### src/rtl/dmem_responder.sv
// Data-memory responder: accepts one load/store per handshake, forwards it to a
// request/response backing bus and returns aligned read data, with a stuck-bus timeout.
module dmem_responder #(
  parameter int ADDR_W  = 64,
  parameter int TIMEOUT = 255
) (
  input  logic              clk,
  input  logic              rst,
  input  logic              req_valid,
  output logic              req_ready,
  input  logic              req_wen,
  input  logic [ADDR_W-1:0] req_addr,
  input  logic [1:0]        req_size,
  input  logic [7:0]        req_wmask,
  input  logic [63:0]       req_wdata,
  output logic              rsp_valid,
  output logic [63:0]       rsp_rdata,
  output logic              rsp_err,
  output logic [2:0]        cache_state,
  output logic              mem_req_valid,
  input  logic              mem_req_ready,
  output logic              mem_req_wen,
  output logic [ADDR_W-1:0] mem_req_addr,
  output logic [63:0]       mem_req_wdata,
  output logic [7:0]        mem_req_wmask,
  input  logic              mem_rsp_valid,
  input  logic [63:0]       mem_rsp_rdata
);

  typedef enum logic [2:0] {
    S_IDLE = 3'd0,
    S_REQ  = 3'd1,
    S_WAIT = 3'd2,
    S_RESP = 3'd3
  } state_t;

  localparam int CNT_W = (TIMEOUT > 0) ? $clog2(TIMEOUT + 1) : 1;

  state_t           state;
  logic [CNT_W-1:0] count;
  logic [63:0]      repl_data;
  logic             timed_out;
  logic             unused_addr_bits;

  // Backing bus is doubleword-granular; the byte offset is carried by the mask.
  assign unused_addr_bits = ^req_addr[2:0];

  // NOTE: every always_comb output gets a default first so no path infers a latch.
  always_comb begin
    repl_data = req_wdata;
    case (req_size)
      2'b00:   repl_data = {8{req_wdata[7:0]}};
      2'b01:   repl_data = {4{req_wdata[15:0]}};
      2'b10:   repl_data = {2{req_wdata[31:0]}};
      default: repl_data = req_wdata;
    endcase
  end

  // A response arriving in the same cycle as the limit takes priority below.
  assign timed_out   = (TIMEOUT != 0) && (count == CNT_W'(TIMEOUT));
  assign cache_state = state;

  // NOTE: sequential state uses non-blocking assignments so every register
  // samples pre-edge values regardless of statement order.
  // NOTE: every register, data paths included, is cleared by reset because the
  // reset values are architecturally visible on the ports.
  always_ff @(posedge clk or negedge rst) begin
    if (!rst) begin
      state         <= S_IDLE;
      count         <= '0;
      req_ready     <= 1'b1;
      rsp_valid     <= 1'b0;
      rsp_rdata     <= '0;
      rsp_err       <= 1'b0;
      mem_req_valid <= 1'b0;
      mem_req_wen   <= 1'b0;
      mem_req_addr  <= '0;
      mem_req_wdata <= '0;
      mem_req_wmask <= '0;
    end else begin
      case (state)
        S_IDLE: begin
          if (req_valid) begin
            mem_req_wen   <= req_wen;
            mem_req_addr  <= {req_addr[ADDR_W-1:3], 3'b000};
            mem_req_wdata <= repl_data;
            mem_req_wmask <= req_wen ? req_wmask : 8'h00;
            mem_req_valid <= 1'b1;
            req_ready     <= 1'b0;
            state         <= S_REQ;
          end
        end
        S_REQ: begin
          if (mem_req_ready) begin
            mem_req_valid <= 1'b0;
            count         <= '0;
            state         <= S_WAIT;
          end
        end
        S_WAIT: begin
          if (mem_rsp_valid) begin
            rsp_rdata <= mem_req_wen ? 64'h0 : mem_rsp_rdata;
            rsp_err   <= 1'b0;
            rsp_valid <= 1'b1;
            state     <= S_RESP;
          end else if (timed_out) begin
            rsp_rdata <= 64'h0;
            rsp_err   <= 1'b1;
            rsp_valid <= 1'b1;
            state     <= S_RESP;
          end else begin
            count <= count + CNT_W'(1);
          end
        end
        S_RESP: begin
          rsp_valid <= 1'b0;
          rsp_err   <= 1'b0;
          req_ready <= 1'b1;
          state     <= S_IDLE;
        end
        default: state <= S_IDLE;
      endcase
    end
  end

endmodule

### config.mk
export PLATFORM = sky130hd
export DESIGN_NAME = dmem_responder
export DESIGN_NICKNAME = d
export VERILOG_FILES = /design/src/rtl/dmem_responder.sv
export SDC_FILE = /design/constraint.sdc
export NUM_CORES = 1
export LEC_CHECK = 0
export BUFFER_PORTS_ARGS = -buffer_cell sky130_fd_sc_hd__buf_2
export CORE_AREA = 2 2 163 165
export CTS_CLUSTER_DIAMETER = 80
export CTS_CLUSTER_SIZE = 28
export DETAILED_ROUTE_END_ITERATION = 12
export DIE_AREA = 0 0 165 167
export PLACE_DENSITY = 0.74
export SETUP_SLACK_MARGIN = 0.3
export SYNTH_ARGS = -nofsm -noshare
export SYNTH_HDL_FRONTEND = slang
export SYNTH_SLANG_ARGS = --single-unit
### constraint.sdc
create_clock -name clk -period 1.8 [get_ports clk]
set_input_delay 0.36 -clock clk [delete_from_list [all_inputs] [get_ports clk]]
set_output_delay 0.36 -clock clk [all_outputs]
set_load 0.005 [all_outputs]
# Yosys cells after proc, flatten, opt, wreduce, memory -nomap -nowiden
# Cells that the tools add are included.
# Widths: inputs -> output; s select.
# classes
addsub	1
n_mul	0
n_div	0
magnitude_cmp	0
eq_ne	11
n_shift	0
mux	24
bitwise_logic	0
n_reduce_logical	14
# op_table
op	n
$mux 64	3
$pmux 64 s3	1
$mux 8	4
$pmux 8 s2	1
$mux 3	4
$reduce_bool 2->1	5
$pmux 3 s3	1
$add 8x1->8 const B	1
$eq 8x8->1 const B	1
$ne 2x2->1 const B	4
$pmux 1 s2	4
$reduce_and 2->1	4
$eq 3x2->1 const B	2
$mux 1	6
$reduce_and 3->1	2
$reduce_and 4->1	1
$eq 3x1->1 const B	1
$logic_not 3->1	1
$ne 3x3->1 const B	1
$eq 2x1->1 const B	1
$eq 2x2->1 const B	1
$logic_not 2->1	1
# totals
regBits	213
latch_bits	0
ram_bits	0
romBits	0
inputBits	208
out_inout_bits	208
word_cells	61
memories	0

# Logic depth before layout (Yosys ltp)
# logic_depth
ltp_word	4
depth_mapped	8

# Worst setup path after synthesis
# Ideal clock, no wire load.
# synth_timing
path_kind	flip-flop to flip-flop
from	register state[1], in the netlist cache_state[1]
to	register count[5]
t_arrival_ns	1.750
required_ns	1.721
setup_slack_ns	-0.030
stages_incl_launch_ff	8
path_buffers	1
path_cell_list	dfrtp_1 inv_1 ha_1 nor2b_4 a211o_1 buf_6 nor4_1 mux2i_1
# synth_between
elab_chain_cells	3
elab_cells_between_ends	8
# synth_rtl
element	line	source
start: declaration	39	state_t state;
start signal: assignment	69	state <= S_IDLE;
start signal: assignment	90	state <= S_REQ;
start signal: assignment	97	state <= S_WAIT;
$eq 3x2->1 / $eq 3x1->1 (equally long branches)	81	case (state)
$ne 2x2->1 (no line) / $reduce_bool 2->1 (equally long branches)	--	
$reduce_and 4->1 (no line)	--	
end signal: assignment	112	count <= count + CNT_W'(1);
end: declaration	40	logic [CNT_W-1:0] count;
# Several ways; a longest one is shown, not always the timed one.
# A chain may end at the register's enable or synchronous reset.

# Worst setup path after layout
# layout_timing
from	register state[0], in the netlist cache_state[0]
to	register rsp_rdata[55]
# layout_between
elab_chain_cells	2
# layout_rtl
element	line	source
$eq 3x2->1	81	
$reduce_and 2->1 (no line)	--	
end signal: assignment	102	rsp_rdata <= mem_req_wen ? 64'h0 : mem_rsp_rdata;
end: declaration	17	output logic [63:0] rsp_rdata,
# Every way passes these cells.

==> impl_metrics.xml <==
<?xml version="1.0" encoding="UTF-8"?>
<metrics>
  <group name="cells_and_area">
    <metric name="layout-drive-gt1-share" unit="%">40.9</metric>
    <metric name="post-route-util" unit="%">49.7</metric>
    <metric name="flow.area_growth_from_synthesis" unit="%">42.5</metric>
    <metric name="post-route-cell-area" unit="µm²">12800</metric>
    <metric name="final_net_count" unit="">1540</metric>
  </group>
  <group name="job">
    <metric name="drv.max_cap_violation_count" unit="">0</metric>
  </group>
  <group name="pwr">
    <metric name="comb_power_share" unit="%">43.0</metric>
    <metric name="total_power" unit="mW">20.3</metric>
    <metric name="p_int" unit="mW">12.9</metric>
    <metric name="ir_worst_vdd" unit="V">0.000902</metric>
    <metric name="netSwitchingFraction" unit="%">36.7</metric>
    <metric name="seq_power_share" unit="%">40.8</metric>
    <metric name="netSwitchingPower" unit="mW">7.46</metric>
    <metric name="pd_cells" unit="nW/µm²">1580</metric>
    <metric name="power.share.clock" unit="%">16.1</metric>
    <metric name="cell_leakage_power" unit="nW">6.88</metric>
  </group>
  <group name="timing">
    <metric name="report.final.slew_viol_count" unit="">0</metric>
    <metric name="post-route-period-util" unit="%">99.3</metric>
    <metric name="tightestPinTransition" unit="ps">524</metric>
    <metric name="timing.clock.skew" unit="ps">29.0</metric>
    <metric name="grt_setup_unrepaired" unit="">yes</metric>
    <metric name="min_period" unit="ps">1790</metric>
    <metric name="relSlewSlack" unit="%">64.9</metric>
    <metric name="timing.final.hold_violations" unit="">0</metric>
    <metric name="timing.fmax" unit="MHz">560</metric>
    <metric name="final-setup-viol-count" unit="">0</metric>
  </group>
  <group name="floorplan">
    <metric name="design.portCount" unit="">416</metric>
    <metric name="horiz_die_dim" unit="µm">165</metric>
    <metric name="die_h" unit="µm">167</metric>
    <metric name="placementRows" unit="">59</metric>
    <metric name="fp.coreArea" unit="µm²">25800</metric>
    <metric name="die-area" unit="µm²">27600</metric>
    <metric name="initial_cell_density_of_the_core" unit="%">34.9</metric>
  </group>
  <group name="worst_setup_path">
    <metric name="critical_path_arrival" unit="ps">2170</metric>
    <metric name="timing.critical_path.from_type" unit="">flop</metric>
    <metric name="crit_required" unit="ps">2190</metric>
    <metric name="critPathCaptureType" unit="">flop</metric>
    <metric name="critical_path.max_fanout" unit="">8</metric>
    <metric name="path_class" unit="">flop to flop</metric>
  </group>
  <group name="placement">
    <metric name="hpwlAfterDp" unit="µm">21800</metric>
    <metric name="port-buffer-count" unit="">408</metric>
    <metric name="gp_congestion" unit="">0.798</metric>
    <metric name="post_dp_cell_area" unit="µm²">11700</metric>
  </group>
  <group name="synthesis">
    <metric name="async_flop_share" unit="%">100</metric>
    <metric name="netlist_top_cells_area" unit="">dfrtp_1 (59%), nand2_1 (12%), a22o_1 (6.4%)</metric>
    <metric name="yosysTopAreaCell" unit="">dfrtp_1</metric>
    <metric name="synthMostInstantiatedCell" unit="">nand2_1</metric>
    <metric name="ys.warnings.count" unit="">0</metric>
    <metric name="post_synth_inst_count" unit="">892</metric>
    <metric name="syn_avg_cell_area" unit="µm²">10.1</metric>
    <metric name="synth.top_cells.by_count" unit="">nand2_1 (286), dfrtp_1 (211), a22o_1 (66), o21ai_0 (55), mux2i_1 (48)</metric>
    <metric name="syn-cell-area" unit="µm²">8990</metric>
    <metric name="synth_enable_flop_cells" unit="">0</metric>
    <metric name="synth-seq-area-share" unit="%">59.0</metric>
    <metric name="synth.distinct_cells" unit="">47</metric>
    <metric name="primary_ff_master_synth" unit="">dfrtp_1</metric>
    <metric name="synth-seq-cells" unit="">212</metric>
    <metric name="synth.top_cell.area_share" unit="%">58.7</metric>
  </group>
  <group name="route">
    <metric name="post_dr_vias_cell" unit="">4.98</metric>
    <metric name="via_count" unit="">8314</metric>
    <metric name="drtIter0Drc" unit="">558</metric>
    <metric name="drc" unit="">0</metric>
    <metric name="route.antenna.remaining_nets" unit="">0</metric>
    <metric name="wirelength" unit="µm">31000</metric>
    <metric name="wl_per_cell" unit="µm">18.5</metric>
    <metric name="drt_pass1_iterations" unit="">5</metric>
  </group>
  <group name="run_status">
    <metric name="run_status" unit="">finished clean</metric>
  </group>
  <group name="cts">
    <metric name="cts_root_buf" unit="">clkbuf_16</metric>
    <metric name="clkTransAtPathRegs" unit="ps">110</metric>
    <metric name="clock_sink_count" unit="">212</metric>
    <metric name="cts_tree" unit="">yes</metric>
    <metric name="cts.path.max_buffers" unit="">3</metric>
    <metric name="cts_htree_levels" unit="">1</metric>
    <metric name="worst_skew_pair.late_latency" unit="ps">490</metric>
    <metric name="cts-buffers-inserted" unit="">13</metric>
  </group>
  <group name="grt">
    <metric name="grt_max_degree" unit="">54</metric>
    <metric name="gr-total-overflow" unit="">0</metric>
    <metric name="grt_pass1_wl" unit="µm">45700</metric>
    <metric name="vias_in_the_first_global_route" unit="">8280</metric>
    <metric name="antenna_found_initial" unit="">1</metric>
    <metric name="grtUsageTotal" unit="%">21.3</metric>
  </group>
  <group name="hold_path">
    <metric name="min_path_type" unit="">input port to flop</metric>
  </group>
</metrics>
critical path, stage by stage, from the launching register on:
cell     delay [ps]
dfrtp_2         450
inv_2           100
ha_4            190
buf_4           130
buf_8           100
o21ai_4         140
buf_12          190
buf_16          140
a22o_1          250
flip-flops by register name, indices dropped and copies added, names as in the netlist:
signal and flops:
cache_state 2, count 8, mem_req_addr 61, mem_req_valid 1, mem_req_wdata 64, mem_req_wen 1
mem_req_wmask 8, req_ready 1, rsp_err 1, rsp_rdata 64, rsp_valid 1
cell type report:
class / instances / area [µm²]
fill: 2337 / 12900
sequential: 212 / 5310
multi-input combinational: 613 / 3590
timing repair buffer: 481 / 3040
tap: 335 / 419
clock buffer: 15 / 343
clock inverter: 7 / 82.6
inverter: 6 / 25.0
antenna: 1 / 2.50
cell usage in the layout, fill, tap and decap left out, types with 3 or more instances in the layout:
cell,count
o21ai_0,46
a21oi_1,13
a31oi_1,14
nand2_1,285
inv_1,3
nor2_1,42
nand2b_1,5
buf_2,407
conb_1,4
buf_4,36
clkbuf_16,14
buf_16,8
buf_12,14
a22o_1,66
o21ai_2,3
dfrtp_2,4
nand3b_1,7
buf_8,5
ha_4,3
mux2_2,7
inv_6,3
o21ai_1,6
nand3_1,17
mux2i_1,48
dfrtp_1,207
buf_6,8
o211ai_1,8
per-stage QoR:
step | setup slack, ps | setup TNS, ps | cells | hold slack, ps
floorplan | 126 | 0 | 895 | 64.4
global placement | 57.5 | 0 | 1612 | 314
detailed placement | -17.8 | -17.8 | 1612 | 331
CTS | 56.6 | 0 | 1663 | 31.3
global route | -18.7 | -146 | 1669 | 42.9
finish | 13.4 | 0 | 1670 | 53.7
logic make-up (layout without fill, tap and decap cells):
| group | after synthesis | count (layout) | synth area share (%) |
|---|---|---|---|
| mux | 56 | 56 | 6.34 |
| other cells | 1 | 5 | 0.0417 |
| flops | 212 | 212 | 59.0 |
| buf+inv | 70 | 509 | 3.46 |
| fa+ha+maj | 5 | 5 | 0.696 |
| compound gates | 171 | 171 | 13.3 |
| simple gates | 377 | 377 | 17.1 |
routing by layer:
metal / routed length, µm / global-route usage, % / part of all wire, % / vias to the layer above
li1: - / - / - / 3895
met1: 11500 / 24.3 / 37 / 3993
met2: 15700 / 38.1 / 51 / 370
met3: 2640 / 5.43 / 8.5 / 56
met4: 1110 / 7.45 / 3.6 / 0
met5: 0 / 0 / 0 / -
power groups by stage:
stage,Clock [mW],Combinational (mW),Sequential (mW)
3_5_place_dp,0,7.66,8.30
6_report,3.27,8.74,8.30
3_3_place_gp,0,7.43,8.24
2_1_floorplan,0,3.48,8.48
4_1_cts,3.38,8.57,8.26
5_1_grt,3.56,9.61,8.56
path summary, 6_finish.rpt:
check / startpoint / end / slack (ps) / depth (start not counted)
setup / recovery: cache_state[0] / rsp_rdata[55] / 10 / 8
hold / removal: req_addr[45] / mem_req_addr[45] / 50 / 3
setup reg to reg: cache_state[0] / rsp_rdata[55] / 10 / 8
hold reg to reg: mem_req_wmask[5] / mem_req_wmask[5] / 470 / 2
max in group asynchronous: rst / req_ready / 760 / 3
min in group asynchronous: rst / rsp_rdata[25] / 390 / 2
timing repair:
action / in CTS / in global routing
pin swaps: 5 / 29
gates cloned: 7 / 2
gates resized for setup: 31 / 27
setup endpoints to repair: 206 / 212
hold buffers: 1 / 0
hold endpoints to repair: 43 / 0
buffers inserted: 21 / 4
No activity file was read; power rests on OpenSTA's default activity.
